**src/rtl/scale_pipe.sv**
```systemverilog
// Pipelined display-to-source coordinate scaler with per-axis power-of-two upscale,
// crop origin, and frame-synchronous double-buffered config. Option macro: SCALE_ADDR_EN.
module scale_pipe #(
    parameter int H_W        = 11,
    parameter int V_W        = 10,
    parameter int SRC_WIDTH  = 240,
    parameter int SRC_HEIGHT = 320,
    parameter int MAX_SHIFT  = 2,
    parameter int ADDR_W     = $clog2(SRC_WIDTH*SRC_HEIGHT)
) (
    input  logic              clk_in,
    input  logic              rst_in,
    input  logic [H_W-1:0]    hcount_in,
    input  logic [V_W-1:0]    vcount_in,
    input  logic              pix_valid_in,
    input  logic [1:0]        h_shift_in,
    input  logic [1:0]        v_shift_in,
    input  logic [H_W-1:0]    h_off_in,
    input  logic [V_W-1:0]    v_off_in,
    input  logic              cfg_valid_in,
    output logic              cfg_ready_out,
    output logic [H_W-1:0]    scaled_hcount_out,
    output logic [V_W-1:0]    scaled_vcount_out,
    output logic              valid_addr_out
`ifdef SCALE_ADDR_EN
    ,
    output logic [ADDR_W-1:0] addr_out
`endif
);

    // state   | meaning
    // IDLE    | no config waiting, ready for a new offer
    // PENDING | shadow holds a config that lands on the next frame start
    typedef enum logic {IDLE, PENDING} state_t;

    localparam logic [1:0]     MAX_S = 2'(MAX_SHIFT);
    localparam logic [H_W-1:0] SRC_W = H_W'(SRC_WIDTH);
    localparam logic [V_W-1:0] SRC_H = V_W'(SRC_HEIGHT);

    state_t state, state_nx;
    logic   ready_nx;
    logic   frame_start, handshake, apply;

    logic [1:0]     h_shift, v_shift, sh_h_shift, sh_v_shift;
    logic [H_W-1:0] h_off, sh_h_off;
    logic [V_W-1:0] v_off, sh_v_off;

    assign frame_start = (hcount_in == '0) && (vcount_in == '0);
    assign handshake   = cfg_valid_in && cfg_ready_out;
    assign apply       = (state == PENDING) && frame_start;

    always_ff @(posedge clk_in) begin
        if (!rst_in) state <= IDLE;
        else         state <= state_nx;
    end

    always_comb begin
        state_nx = state;
        case (state)
            IDLE:    if (handshake)   state_nx = PENDING;
            PENDING: if (frame_start) state_nx = IDLE;
            default: state_nx = IDLE;
        endcase
    end

    always_comb begin
        ready_nx = (state_nx == IDLE);
    end

    // Ready is registered so it stays low through reset and rises one edge after release.
    always_ff @(posedge clk_in) begin
        if (!rst_in) cfg_ready_out <= 1'b0;
        else         cfg_ready_out <= ready_nx;
    end

    always_ff @(posedge clk_in) begin
        if (!rst_in) begin
            h_shift    <= '0;
            v_shift    <= '0;
            h_off      <= '0;
            v_off      <= '0;
            sh_h_shift <= '0;
            sh_v_shift <= '0;
            sh_h_off   <= '0;
            sh_v_off   <= '0;
        end else begin
            if (handshake) begin
                sh_h_shift <= (h_shift_in > MAX_S) ? MAX_S : h_shift_in;
                sh_v_shift <= (v_shift_in > MAX_S) ? MAX_S : v_shift_in;
                sh_h_off   <= h_off_in;
                sh_v_off   <= v_off_in;
            end
            if (apply) begin
                h_shift <= sh_h_shift;
                v_shift <= sh_v_shift;
                h_off   <= sh_h_off;
                v_off   <= sh_v_off;
            end
        end
    end

    // Stage 1: the frame-start pixel that applies the shadow is already processed with it.
    logic [1:0]     cur_hs, cur_vs;
    logic [H_W-1:0] cur_ho;
    logic [V_W-1:0] cur_vo;
    logic [H_W:0]   dh;
    logic [V_W:0]   dv;

    assign cur_hs = apply ? sh_h_shift : h_shift;
    assign cur_vs = apply ? sh_v_shift : v_shift;
    assign cur_ho = apply ? sh_h_off   : h_off;
    assign cur_vo = apply ? sh_v_off   : v_off;
    assign dh     = {1'b0, hcount_in} - {1'b0, cur_ho};
    assign dv     = {1'b0, vcount_in} - {1'b0, cur_vo};

    logic [H_W-1:0] s1_dh;
    logic [V_W-1:0] s1_dv;
    logic           s1_bh, s1_bv, s1_pv;
    logic [1:0]     s1_hs, s1_vs;

    always_ff @(posedge clk_in) begin
        if (!rst_in) begin
            s1_dh <= '0;
            s1_dv <= '0;
            s1_bh <= 1'b0;
            s1_bv <= 1'b0;
            s1_pv <= 1'b0;
            s1_hs <= '0;
            s1_vs <= '0;
        end else begin
            s1_dh <= dh[H_W-1:0];
            s1_dv <= dv[V_W-1:0];
            s1_bh <= dh[H_W];
            s1_bv <= dv[V_W];
            s1_pv <= pix_valid_in;
            s1_hs <= cur_hs;
            s1_vs <= cur_vs;
        end
    end

    // Stage 2: scale down and bound-check against the source buffer.
    logic [H_W-1:0] sx;
    logic [V_W-1:0] sy;
    logic           valid2;

    assign sx     = s1_dh >> s1_hs;
    assign sy     = s1_dv >> s1_vs;
    assign valid2 = s1_pv && !s1_bh && !s1_bv && (sx < SRC_W) && (sy < SRC_H);

`ifdef SCALE_ADDR_EN
    logic [H_W-1:0]    s2_x;
    logic [V_W-1:0]    s2_y;
    logic              s2_v;
    logic [ADDR_W-1:0] addr_full;

    always_ff @(posedge clk_in) begin
        if (!rst_in) begin
            s2_x <= '0;
            s2_y <= '0;
            s2_v <= 1'b0;
        end else begin
            s2_x <= valid2 ? sx : '0;
            s2_y <= valid2 ? sy : '0;
            s2_v <= valid2;
        end
    end

    assign addr_full = ADDR_W'(s2_y) * ADDR_W'(SRC_WIDTH) + ADDR_W'(s2_x);

    // Stage 3: linear address; coordinates and valid are delayed to stay aligned.
    always_ff @(posedge clk_in) begin
        if (!rst_in) begin
            scaled_hcount_out <= '0;
            scaled_vcount_out <= '0;
            valid_addr_out    <= 1'b0;
            addr_out          <= '0;
        end else begin
            scaled_hcount_out <= s2_x;
            scaled_vcount_out <= s2_y;
            valid_addr_out    <= s2_v;
            addr_out          <= s2_v ? addr_full : '0;
        end
    end
`else
    always_ff @(posedge clk_in) begin
        if (!rst_in) begin
            scaled_hcount_out <= '0;
            scaled_vcount_out <= '0;
            valid_addr_out    <= 1'b0;
        end else begin
            scaled_hcount_out <= valid2 ? sx : '0;
            scaled_vcount_out <= valid2 ? sy : '0;
            valid_addr_out    <= valid2;
        end
    end
`endif

endmodule

```
**config.mk**
```make
export PLATFORM = sky130hd
export DESIGN_NAME = scale_pipe
export DESIGN_NICKNAME = d
export VERILOG_FILES = /design/src/rtl/scale_pipe.sv
export SDC_FILE = /design/constraint.sdc
export NUM_CORES = 1
export LEC_CHECK = 0
export ABC_AREA = 1
export ABC_CLOCK_PERIOD_IN_PS = 3750
export CAP_MARGIN = 10
export CORE_MARGIN = 2
export CORE_UTILIZATION = 53
export DETAILED_ROUTE_END_ITERATION = 8
export PLACE_DENSITY = 0.9
export RECOVER_POWER = 100
export SYNTH_ARGS = -nofsm -noshare
export SYNTH_HDL_FRONTEND = slang
export SYNTH_SLANG_ARGS = --single-unit
```
**constraint.sdc**
```tcl
create_clock -name clk_in -period 3.75 [get_ports clk_in]
set_clock_uncertainty 0.05 [all_clocks]
set_input_delay 1.125 -clock clk_in [delete_from_list [all_inputs] [get_ports clk_in]]
set_output_delay 1.125 -clock clk_in [all_outputs]
set_load 0.1 [all_outputs]
```
==> run_results.csv <==
group,metric,value,unit
outcome,status,"finished, final reports clean",
critical_path,cp.required,3950,ps
yosys,yosysSeqAreaShare,44.2,%
sta,hold_viol,0,
sta,period_share,98.7,%
finish,area_growth,27.8,%
yosys,yosysWarnings,0,
cts,clk_latency,360,ps
power_and_ir_drop,clkPwrFrac,36.3,%
power_and_ir_drop,ir_drop,0.000220,V
power_and_ir_drop,netSwitchingPower,0.549,mW
sta,timing.slew.headroom,21.9,%
global_route,antenna_found_initial,0,
routing,vias_per_cell,5.20,
yosys,synth_edf_count,0,
yosys,yosysMostFrequentCell,"nor2_1",
job,drv_cap,0,
floorplanning,core,0.00818,mm²
global_route,first_global_vias,3726,
floorplanning,fp-row-count,33,
yosys,syn_area_per_cell,7.64,µm²
cts,tritoncts,"done",
global_route,grtUsageTotal,23.2,%
sta,holdWs,443,ps
yosys,synthTopCellsByCount,"121 x nor2_1, 98 x dfxtp_1, 92 x nand2_1, 51 x inv_1, 48 x o21ai_0",
power_and_ir_drop,power.internal,1.65,mW
yosys,synthTopCellsByArea,"dfxtp_1 44%, nor2_1 10%, nand2_1 7.8%, o21ai_0 5.4%, inv_1 4.3%",
yosys,syn_area,0.00444,mm²
routing,route.detailed.drc,0,
placement,dpl.cell_count,782,
routing,wl_per_cell,13.2,µm
worst_hold_path,worstHoldPathType,"register to register",
placement,portBuffers,72,
placement,post_dp_cell_area,0.00545,mm²
cts,clock-root-buffer,"clkbuf_8",
floorplanning,dieArea,0.00912,mm²
global_route,grt_max_degree,42,
sta,layout_min_cycle_time,3700,ps
placement,gp_congestion,0.970,
sta,setup_viol,0,
yosys,synthArstFlopShare,0,%
finish,drive_gt1_share,12.1,%
yosys,synth.distinct_cells,45,
placement,dpl.hpwl,7730,µm
yosys,ys_ff_latch,98,
yosys,synth_flop_cell,"dfxtp_1",
yosys,synth.top_cell.area_share,44.2,%
finish,finalNetCount,757,
power_and_ir_drop,comb_power_share,13.5,%
floorplanning,io_pins,73,
routing,routed_wl,10600,µm
finish,num_antenna_cells,0,
power_and_ir_drop,power_density,387,mW/mm²
cts,htree_levels,3,
critical_path,critical_path_class,"input port to register",
floorplanning,die_h,95.5,µm
power_and_ir_drop,seqPwrFrac,50.1,%
yosys,yosys.area.top_type,"dfxtp_1",
critical_path,critPathArrivalTime,3900,ps
cts,cts_sinks,98,
power_and_ir_drop,power_switching_share,25.0,%
routing,drt_iter0_markers,235,
power_and_ir_drop,leakage,2.65,nW
critical_path,critPathMaxFanout,3,
finish,instances_no_fill,800,
sta,tightest_slew,1180,ps
cts,clkTransAtPathRegs,90,ps
sta,fmax,0.270,GHz
routing,firstDrtPassIters,5,
yosys,syn_inst,581,
sta,report.final.slew_viol_count,0,
cts,clockBufferDepth,2,
routing,ant_nets,0,
routing,via_count,4157,
floorplanning,die_x,95.5,µm
global_route,grt_pass1_wl,16300,µm
critical_path,endpoint_kind,"register",
finish,final_area,0.00567,mm²
floorplanning,initial_core_util,54.3,%
global_route,overflow,0,
cts,cts_inserted_buffers,9,
cts,ctsHoldBuffers,0,
critical_path,start_kind,"input port",
metrics by stage:
step	utilization, %	setup TNS (ps)	total power, mW	setup WS [ps]
2_1_floorplan	-	0	1.29	202
3_3_place_gp	66.7	-958	1.41	-231
3_5_place_dp	66.7	-1860	1.42	-263
4_1_cts	69.7	0	2.21	81.3
5_1_grt	69.4	-134	2.29	-85.0
6_report	69.4	0	2.20	47.0
layout make-up:
class                   count  area, µm²
multi-input cells         416       2250
clock buffers               9        124
well taps                 105        131
repair buffers            112        892
clock inverters             7        116
inverters                  53        199
fillers                   679       2500
flip-flops and latches     98       1960
power by group through the flow:
| stage | combinational, mW | sequential [mW] | clock (mW) |
|---|---|---|---|
| after detailed placement | 0.295 | 1.13 | 0 |
| after CTS | 0.297 | 1.10 | 0.808 |
| after global placement | 0.286 | 1.12 | 0 |
| after floorplan | 0.139 | 1.16 | 0 |
| after global routing | 0.328 | 1.11 | 0.852 |
| final | 0.297 | 1.10 | 0.799 |
what timing repair did:
action	4_1_cts	5_1_grt
endpoints found under the setup margin	0	12
buffers inserted	0	2
resized for setup	0	27
flip-flops by register name, indices dropped and copies added, names as in the netlist, 10 cells and up:
name,cells
h_off,11
s1_dh,11
scaled_hcount_out,11
sh_h_off,11
s1_dv,10
scaled_vcount_out,10
sh_v_off,10
v_off,10
logic make-up (layout without fill, tap and decap cells):
logic type               count (synthesis)  in the layout  share of synthesized area [%]
AND/OR/NAND/NOR                        266            266                           26.0
AO/OA/AOI/OAI                          109            109                           13.9
flip-flops                              98             98                           44.2
buffers and inverters                   70            181                           6.17
multiplexers                            18             18                           4.06
adder cells (fa/ha/maj)                 17             17                           5.13
XOR/XNOR                                 2              2                          0.395
other                                    1              4                         0.0845
critical path: stages:
cell and delay, ps:
clkdlybuf4s50_1 440, nor2_1 160, nand2_1 110, nor2_2 150
nand3_2 100, inv_1 80, or2_2 100, inv_1 50
a21oi_1 190, ha_1 180, inv_1 60, fa_1 380
nand2_1 70, inv_1 40, o21ai_0 150, nand2_1 110
nand3_1 80, nand2_1 80, o21ai_0 160, a21oi_1 60
layout by cell type (no fill, tap or decap), drive strengths merged:
cell type,synthesis,routed
nand2,100,100
clkinv,0,2
o22ai,1,1
clkdlybuf4s50,0,38
nor4,1,1
or2,3,3
clkbuf,11,40
dfxtp,98,98
nand3,22,22
a211o,1,1
a31oi,4,4
a21boi,2,2
o21ai,52,52
bufinv,0,3
and2,2,2
xor2,2,2
a221oi,1,1
a22oi,2,2
dlymetal6s2s,0,9
nand3b,3,3
mux2i,18,18
fa,2,2
inv,53,54
a211oi,7,7
a21oi,30,30
a21o,2,2
buf,6,32
o21a,6,6
conb,1,4
ha,15,15
nand4,5,5
nor2,125,125
clkinvlp,0,1
dlygate4sd3,0,2
nor3,5,5
o211ai,1,1
layer usage:
layer,routed length (µm),track usage [%],vias up
met1,4620,27.4,1879
li1,-,-,2101
met4,291,11.8,0
met5,0,0,-
met2,5130,40.8,148
met3,509,3.48,29
worst paths after layout:
path | from | to | slack (ps) | cells after the start
max | vcount_in[7] | s1_dv[8] | 50 | 20
min | sh_h_off[2] | sh_h_off[2] | 440 | 2
max reg2reg | state | s1_dv[8] | 1170 | 18
min reg2reg | sh_h_off[2] | sh_h_off[2] | 440 | 2
No activity file was read; power rests on OpenSTA's default activity.
